===== config.mk =====
export PLATFORM = sky130hd
export DESIGN_NAME = dualport_sram_ctrl
export DESIGN_NICKNAME = d
export VERILOG_FILES = /design/src/rtl/dualport_sram_ctrl_pkg.sv /design/src/rtl/dualport_sram_ctrl_fifo.sv /design/src/rtl/dualport_sram_ctrl.sv
export SDC_FILE = /design/constraint.sdc
export NUM_CORES = 1
export LEC_CHECK = 0
export ABC_AREA = 1
export BUFFER_PORTS_ARGS = -buffer_cell sky130_fd_sc_hd__buf_2
export CORE_UTILIZATION = 35
export DETAILED_ROUTE_END_ITERATION = 6
export PLACE_DENSITY = 0.63
export REMOVE_ABC_BUFFERS = 1
export SYNTH_ARGS = -nofsm -noshare
export SYNTH_HDL_FRONTEND = slang
export SYNTH_SLANG_ARGS = --single-unit

===== constraint.sdc =====
create_clock -name clk -period 5.51 [get_ports clk]
set_clock_uncertainty 0.15 [all_clocks]
set_input_delay 0.551 -clock clk [delete_from_list [all_inputs] [get_ports clk]]
set_output_delay 0.551 -clock clk [all_outputs]
set_load 0.005 [all_outputs]

===== src/rtl/dualport_sram_ctrl_pkg.sv =====
// Shared definitions for the dual-port SRAM controller.
//   str_state_e : port-1 stream FSM states
//   DEF_*       : default widths/depths used by the controller and its FIFO
package dualport_sram_ctrl_pkg;

  typedef enum logic [1:0] {
    S_IDLE  = 2'd0,
    S_RUN   = 2'd1,
    S_DRAIN = 2'd2,
    S_DONE  = 2'd3
  } str_state_e;

  localparam int DEF_DATA_WIDTH = 16;
  localparam int DEF_NUM_WMASKS = 2;
  localparam int DEF_ADDR_WIDTH = 11;
  localparam int DEF_FIFO_DEPTH = 4;

endpackage


===== src/rtl/dualport_sram_ctrl_fifo.sv =====
// sram_stream_fifo: synchronous FIFO holding port-1 read words plus last flag.
// Ports:
//   clk, rst      clock, synchronous active-high reset (flushes pointers/count)
//   push_i/din_i  write one entry (ignored when full)
//   pop_i         remove head entry (ignored when empty)
//   dout_o        head entry, valid while !empty_o
//   empty_o       no entries stored
//   count_o       number of stored entries
module sram_stream_fifo
  import dualport_sram_ctrl_pkg::*;
#(
  parameter int DEPTH = DEF_FIFO_DEPTH,
  parameter int WIDTH = DEF_DATA_WIDTH + 1
) (
  input  logic                           clk,
  input  logic                           rst,
  input  logic                           push_i,
  input  logic [WIDTH-1:0]               din_i,
  input  logic                           pop_i,
  output logic [WIDTH-1:0]               dout_o,
  output logic                           empty_o,
  output logic [$clog2(DEPTH+1)-1:0]     count_o
);
  localparam int CW = $clog2(DEPTH + 1);
  localparam int PW = (DEPTH > 1) ? $clog2(DEPTH) : 1;

  logic [WIDTH-1:0] mem_q [DEPTH];
  logic [PW-1:0]    wr_ptr_q, rd_ptr_q;
  logic [CW-1:0]    count_q;
  logic             do_push, do_pop;

  assign do_push = push_i && (count_q != CW'(DEPTH));
  assign do_pop  = pop_i && (count_q != '0);

  // Pointers wrap explicitly so non-power-of-two depths work.
  function automatic logic [PW-1:0] ptr_inc(input logic [PW-1:0] p);
    return (p == PW'(DEPTH - 1)) ? '0 : p + PW'(1);
  endfunction

  always_ff @(posedge clk) begin
    if (rst) begin
      wr_ptr_q <= '0;
      rd_ptr_q <= '0;
      count_q  <= '0;
    end else begin
      if (do_push) wr_ptr_q <= ptr_inc(wr_ptr_q);
      if (do_pop)  rd_ptr_q <= ptr_inc(rd_ptr_q);
      case ({do_push, do_pop})
        2'b10:   count_q <= count_q + CW'(1);
        2'b01:   count_q <= count_q - CW'(1);
        default: ;
      endcase
    end
  end

  always_ff @(posedge clk) begin
    if (do_push) mem_q[wr_ptr_q] <= din_i;
  end

  assign dout_o  = mem_q[rd_ptr_q];
  assign empty_o = (count_q == '0);
  assign count_o = count_q;

endmodule


===== src/rtl/dualport_sram_ctrl.sv =====
// dualport_sram_ctrl: initiator-side controller for a dual-port SRAM macro.
//   Port 0 (RW): req_* valid/ready channel -> sram_*0 pins; one read outstanding,
//                read data returned on rsp_* two cycles after acceptance.
//   Port 1 (R):  DMA-style streamer; str_start latches str_base/str_len and the
//                block fetches str_len sequential words onto out_* (valid/ready),
//                out_last on the final word, str_done pulses after handoff.
//   All sram_* outputs are registered; clk also clocks the SRAM.
module dualport_sram_ctrl
  import dualport_sram_ctrl_pkg::*;
#(
  parameter int DATA_WIDTH = DEF_DATA_WIDTH,
  parameter int NUM_WMASKS = DEF_NUM_WMASKS,
  parameter int ADDR_WIDTH = DEF_ADDR_WIDTH,
  parameter int FIFO_DEPTH = DEF_FIFO_DEPTH
) (
  input  logic                  clk,
  input  logic                  rst,
  input  logic                  req_valid,
  output logic                  req_ready,
  input  logic                  req_we,
  input  logic [NUM_WMASKS-1:0] req_wmask,
  input  logic [ADDR_WIDTH-1:0] req_addr,
  input  logic [DATA_WIDTH-1:0] req_wdata,
  output logic                  rsp_valid,
  input  logic                  rsp_ready,
  output logic [DATA_WIDTH-1:0] rsp_data,
  input  logic                  str_start,
  input  logic [ADDR_WIDTH-1:0] str_base,
  input  logic [ADDR_WIDTH:0]   str_len,
  output logic                  str_busy,
  output logic                  str_done,
  output logic                  out_valid,
  input  logic                  out_ready,
  output logic [DATA_WIDTH-1:0] out_data,
  output logic                  out_last,
  output logic                  sram_csb0,
  output logic                  sram_web0,
  output logic [NUM_WMASKS-1:0] sram_wmask0,
  output logic [ADDR_WIDTH-1:0] sram_addr0,
  output logic [DATA_WIDTH-1:0] sram_din0,
  input  logic [DATA_WIDTH-1:0] sram_dout0,
  output logic                  sram_csb1,
  output logic [ADDR_WIDTH-1:0] sram_addr1,
  input  logic [DATA_WIDTH-1:0] sram_dout1
);
  localparam int CW = $clog2(FIFO_DEPTH + 1);

  // ---------------- Port 0 ----------------
  logic                  csb0_q, web0_q, req_ready_q, rsp_valid_q;
  logic [NUM_WMASKS-1:0] wmask0_q;
  logic [ADDR_WIDTH-1:0] addr0_q;
  logic [DATA_WIDTH-1:0] din0_q, rsp_data_q;
  logic                  rd_vld_p0_q, rd_vld_p1_q;
  logic                  req_fire;

  assign req_fire = req_valid && req_ready_q;

  always_ff @(posedge clk) begin
    if (rst) begin
      csb0_q      <= 1'b1;
      web0_q      <= 1'b1;
      wmask0_q    <= '0;
      addr0_q     <= '0;
      din0_q      <= '0;
      req_ready_q <= 1'b1;
      rsp_valid_q <= 1'b0;
      rd_vld_p0_q <= 1'b0;
      rd_vld_p1_q <= 1'b0;
    end else begin
      // p0: pins driven for exactly one cycle per accepted access
      csb0_q   <= !req_fire;
      web0_q   <= !(req_fire && req_we);
      wmask0_q <= (req_fire && req_we) ? req_wmask : '0;
      if (req_fire) begin
        addr0_q <= req_addr;
        din0_q  <= req_wdata;
      end
      rd_vld_p0_q <= req_fire && !req_we;
      // p1: SRAM has captured the read; dout settles on the negedge
      rd_vld_p1_q <= rd_vld_p0_q;
      // p2: sample dout and hold the response until consumed
      if (rd_vld_p1_q)                   rsp_valid_q <= 1'b1;
      else if (rsp_valid_q && rsp_ready) rsp_valid_q <= 1'b0;
      // Only one read outstanding: block the channel until the response handshake.
      if (req_fire && !req_we)           req_ready_q <= 1'b0;
      else if (rsp_valid_q && rsp_ready) req_ready_q <= 1'b1;
    end
  end

  always_ff @(posedge clk) begin
    if (rd_vld_p1_q) rsp_data_q <= sram_dout0;
  end

  // ---------------- Port 1 ----------------
  str_state_e            state_q;
  logic                  busy_q, done_q, csb1_q;
  logic [ADDR_WIDTH-1:0] addr1_q, base_q;
  logic [ADDR_WIDTH:0]   len_q, n_q;
  logic                  iss_vld_p0_q, iss_vld_p1_q, last_p0_q, last_p1_q;
  logic [1:0]            inflight;
  logic [CW-1:0]         fifo_count;
  logic [CW:0]           occ;
  logic                  issue, last_issue, pop, fifo_empty;
  logic [DATA_WIDTH:0]   fifo_dout;

  assign inflight   = {1'b0, iss_vld_p0_q} + {1'b0, iss_vld_p1_q};
  // Reserve FIFO space for every read still in the SRAM pipeline.
  assign occ        = {1'b0, fifo_count} + {{(CW - 1){1'b0}}, inflight};
  assign issue      = (state_q == S_RUN) && (occ < (CW + 1)'(FIFO_DEPTH));
  assign last_issue = ((n_q + (ADDR_WIDTH + 1)'(1)) == len_q);
  assign pop        = !fifo_empty && out_ready;

  always_ff @(posedge clk) begin
    if (rst) begin
      state_q      <= S_IDLE;
      busy_q       <= 1'b0;
      done_q       <= 1'b0;
      n_q          <= '0;
      csb1_q       <= 1'b1;
      addr1_q      <= '0;
      iss_vld_p0_q <= 1'b0;
      iss_vld_p1_q <= 1'b0;
      last_p0_q    <= 1'b0;
      last_p1_q    <= 1'b0;
    end else begin
      // p0: read pins for this issue; address wraps modulo 2^ADDR_WIDTH
      csb1_q <= !issue;
      if (issue) addr1_q <= base_q + n_q[ADDR_WIDTH-1:0];
      iss_vld_p0_q <= issue;
      last_p0_q    <= issue && last_issue;
      // p1: SRAM captured; p2 pushes dout1 into the FIFO
      iss_vld_p1_q <= iss_vld_p0_q;
      last_p1_q    <= last_p0_q;
      done_q       <= 1'b0;
      case (state_q)
        S_IDLE: begin
          if (str_start) begin
            n_q <= '0;
            if (str_len == '0) begin
              state_q <= S_DONE;
              done_q  <= 1'b1;
            end else begin
              state_q <= S_RUN;
              busy_q  <= 1'b1;
            end
          end
        end
        S_RUN: begin
          if (issue) begin
            n_q <= n_q + (ADDR_WIDTH + 1)'(1);
            if (last_issue) state_q <= S_DRAIN;
          end
        end
        S_DRAIN: begin
          // The popped last-flagged word is the final one, so the FIFO is now empty.
          if (pop && fifo_dout[DATA_WIDTH] && (inflight == 2'd0)) begin
            state_q <= S_DONE;
            done_q  <= 1'b1;
            busy_q  <= 1'b0;
          end
        end
        default: state_q <= S_IDLE;
      endcase
    end
  end

  always_ff @(posedge clk) begin
    if ((state_q == S_IDLE) && str_start) begin
      base_q <= str_base;
      len_q  <= str_len;
    end
  end

  sram_stream_fifo #(
    .DEPTH (FIFO_DEPTH),
    .WIDTH (DATA_WIDTH + 1)
  ) u_fifo (
    .clk     (clk),
    .rst     (rst),
    .push_i  (iss_vld_p1_q),
    .din_i   ({last_p1_q, sram_dout1}),
    .pop_i   (pop),
    .dout_o  (fifo_dout),
    .empty_o (fifo_empty),
    .count_o (fifo_count)
  );

  assign req_ready   = req_ready_q;
  assign rsp_valid   = rsp_valid_q;
  assign rsp_data    = rsp_data_q;
  assign str_busy    = busy_q;
  assign str_done    = done_q;
  assign out_valid   = !fifo_empty;
  assign out_data    = fifo_dout[DATA_WIDTH-1:0];
  assign out_last    = !fifo_empty && fifo_dout[DATA_WIDTH];
  assign sram_csb0   = csb0_q;
  assign sram_web0   = web0_q;
  assign sram_wmask0 = wmask0_q;
  assign sram_addr0  = addr0_q;
  assign sram_din0   = din0_q;
  assign sram_csb1   = csb1_q;
  assign sram_addr1  = addr1_q;

endmodule


==> flow_summary.toml <==
[status]
outcome = "finished, final reports clean"

[yosys]
synth-seq-cells = 183
synth_ff_type = "edfxtp_1"
synth_top_area_share_pct = 42.1
ys_seq_area_share_pct = 62.1
syn_avg_cell_area_um2 = 9.97
synthCells = 765
yosys_warnings = 0
async_flop_share_pct = 0
synth-edff-count = 107
synth_area_leader_cell = "edfxtp_1"
netlist_area_um2 = 7630
synth.area.top_cells = "edfxtp_1, dfxtp_1, nor2_1"
ys_types = 39

[global_routing]
grtUsageTotal_pct = 16.0
grt_pass1_wl_mm = 27.3
antenna_found_initial = 0
grt_pass1_vias = 5496
grt-ovfl-total = 0
grt_max_degree = 47

[routing]
drcViolationCount = 0
routed-via-count = 5742
vias_per_cell = 4.69
drt_iter0_drc = 328
drtPass1Iterations = 4
antenna_left = 0
drt_wl_total_mm = 17.2
wl_per_cell_um = 14.0

[pwr]
peakVddDrop_mv = 0.206
p_per_area_nw_per_um2 = 399
switching_share_pct = 32.5
p_clk_share_pct = 32.1
pwr-share-seq_pct = 45.2
p_int_w = 0.00252
pwr-share-comb_pct = 22.7
p_leak_nw = 3.95
p_switching_w = 0.00121

[clock_tree]
post_cts_buffers = 0
clk_path_buf_depth = 2
cts_inserted_buffers = 17
cts_hold_buf = 0
ctsRootBufferMaster = "clkbuf_16"
cts_num_sinks = 183
clkTransAtPathRegs_ns = 0.07
cts_tree = "built"
clk_latency_ns = 0.43
ctsResizeCount = 0
cts_htree_levels = 4

[placement]
port-buffer-count = 171
hpwl_mm = 11.9
routabilityCongestion = 0.879

[timing]
tns_ns = 0
slew_violations = 0
setup_viol = 0
tightest_slew_ns = 0.970
period_share_pct = 56.5
relSlewSlack_pct = 35.2
rsz0062_at_grt = "no"
layout_min_cycle_time_ns = 3.11
hold_viol = 0
max_freq_mhz = 321

[floorplanning]
die-area_um2 = 22400
die_w_um = 150
core_um2 = 21200
die_y_um = 150
start_util_pct = 35.9
rows = 53
io_pins = 172

[setup_path]
end_kind = "primary output"
arrival_ns = 2.41
cp_max_fo = 35
reg2reg_depth = 8
ff2ff_setup_slack_ns = 2.83
cp.required_ns = 4.81
r2r_end = "n_q[7]$_SDFFE_PP0P_"
cp-start-kind = "flip-flop"
crit_type = "reg2out"
timing.rr.start = "iss_vld_p0_q$_SDFF_PP0_"

[layout]
areaGrowthSynthToFinish_pct = 22.7
filler_cell_count = 2062
layout-drive-gt1-share_pct = 24.4
utilization_pct = 44.1
num-nets-final = 1054
diodes = 0

[flow_run]
drv_cap = 0

[min_path]
hold_end = "base_q[7]$_DFFE_PP_"
hold_start = "str_base[7]"
hold_class = "in2reg"
hold_path_depth = 1
-- final cells by class --
type | instances | area, um2 | area share, %
clock buffers | 17 | 425 | 4.55
repair buffers | 177 | 901 | 9.63
clock inverters | 15 | 154 | 1.64
inverters | 66 | 248 | 2.65
flip-flops and latches | 183 | 4730 | 50.6
multi-input cells | 492 | 2550 | 27.3
well taps | 275 | 344 | 3.68
-- cells in the mapped netlist, drive strengths merged, types with 3 or more instances --
cell type	count
a21oi	37
a31oi	4
clkbuf	22
dfxtp	76
edfxtp	107
ha	24
inv	65
nand2	117
nand3	49
nand3b	3
nand4	4
nor2	131
nor3	4
nor4	3
o21ai	80
o21bai	3
o22ai	16
xor2	6
-- layout by cell type (no fill, tap or decap), drive strengths merged, types with 2 or more instances in the layout --
cell and n:
dfxtp 76, a31oi 4, clkinv 6, o22ai 16, nand3 49, fa 2
nand2 117, xor2 6, inv 74, or2 2, a21oi 37, nand4 4
ha 24, edfxtp 107, xnor2 2, o21ai 80, nand3b 3, nor3 4
buf 177, o21bai 3, nor2 131, clkbuf 17, nor4 3
-- worst max path at each step --
| stage | end | startpoint | slack (ns) |
|---|---|---|---|
| after floorplan | out_last | flip-flop | 3.14 |
| after global placement | req_ready$_SDFFE_PP1P_ | req_valid | 2.85 |
| after detailed placement | state_q[0]$_SDFFE_PP0P_ | flip-flop | 2.79 |
| after CTS | out_last | flip-flop | 2.35 |
| after global routing | out_last | flip-flop | 2.14 |
| final | out_last | flip-flop | 2.40 |
-- stage by stage --
stage	instances	power, W	hold slack [ns]	area [um2]	worst slack [ns]
final	1225	0.00373	0.142	9360	2.40
after CTS	1225	0.00377	0.129	9360	2.35
after detailed placement	1193	0.00257	0.248	8780	2.79
after floorplan	741	0.00221	0.238	7530	3.14
after global routing	1225	0.00396	0.120	9360	2.14
after global placement	1193	0.00256	0.244	8780	2.85
-- logic make-up after synthesis --
family / share of synthesized area [%]
AOI/OAI and AO/OA: 10.3
adders and majority gates: 4.46
and+or+nand+nor: 17.7
xor gates and xnor gates: 0.919
DFF: 62.1
buffers and inverters: 4.49
-- sequential cells by signal, summed over array words and instances (netlist names), 2 cells and up, named ones only --
signal and flops:
sram_addr1 11, len_q 12, u_fifo.wr_ptr_q 2, base_q 11, state_q 2, sram_wmask0 2
u_fifo.mem_q 68, rsp_data 16, u_fifo.count_o 3, sram_addr0 11, u_fifo.rd_ptr_q 2, n_q 12
sram_din0 16
-- layer usage --
layer / part of all wire, % / vias to the layer above / GRT usage, %
li1: - / 2949 / -
met2: 47 / 131 / 26.6
met1: 45 / 2649 / 20.1
met4: 1.3 / 0 / 5.05
met5: 0 / - / 0
met3: 6.1 / 13 / 4.24
-- power groups by stage --
stage | Combinational, W | Clock (W) | Sequential (W)
floorplan | 0.000503 | 0 | 0.00171
global placement | 0.000846 | 0 | 0.00171
detailed placement | 0.000856 | 0 | 0.00172
CTS | 0.000859 | 0.00123 | 0.00169
global route | 0.000978 | 0.00128 | 0.00170
finish | 0.000848 | 0.00120 | 0.00168
-- critical path, stage by stage, from the launching register on --
cell,delay [ns]
dfxtp_1,0.30
buf_4,0.23
inv_1,0.75
nand2_1,0.11
a22o_1,0.29
a31oi_1,0.14
buf_2,0.16
Power figures use the tool's default switching activity.
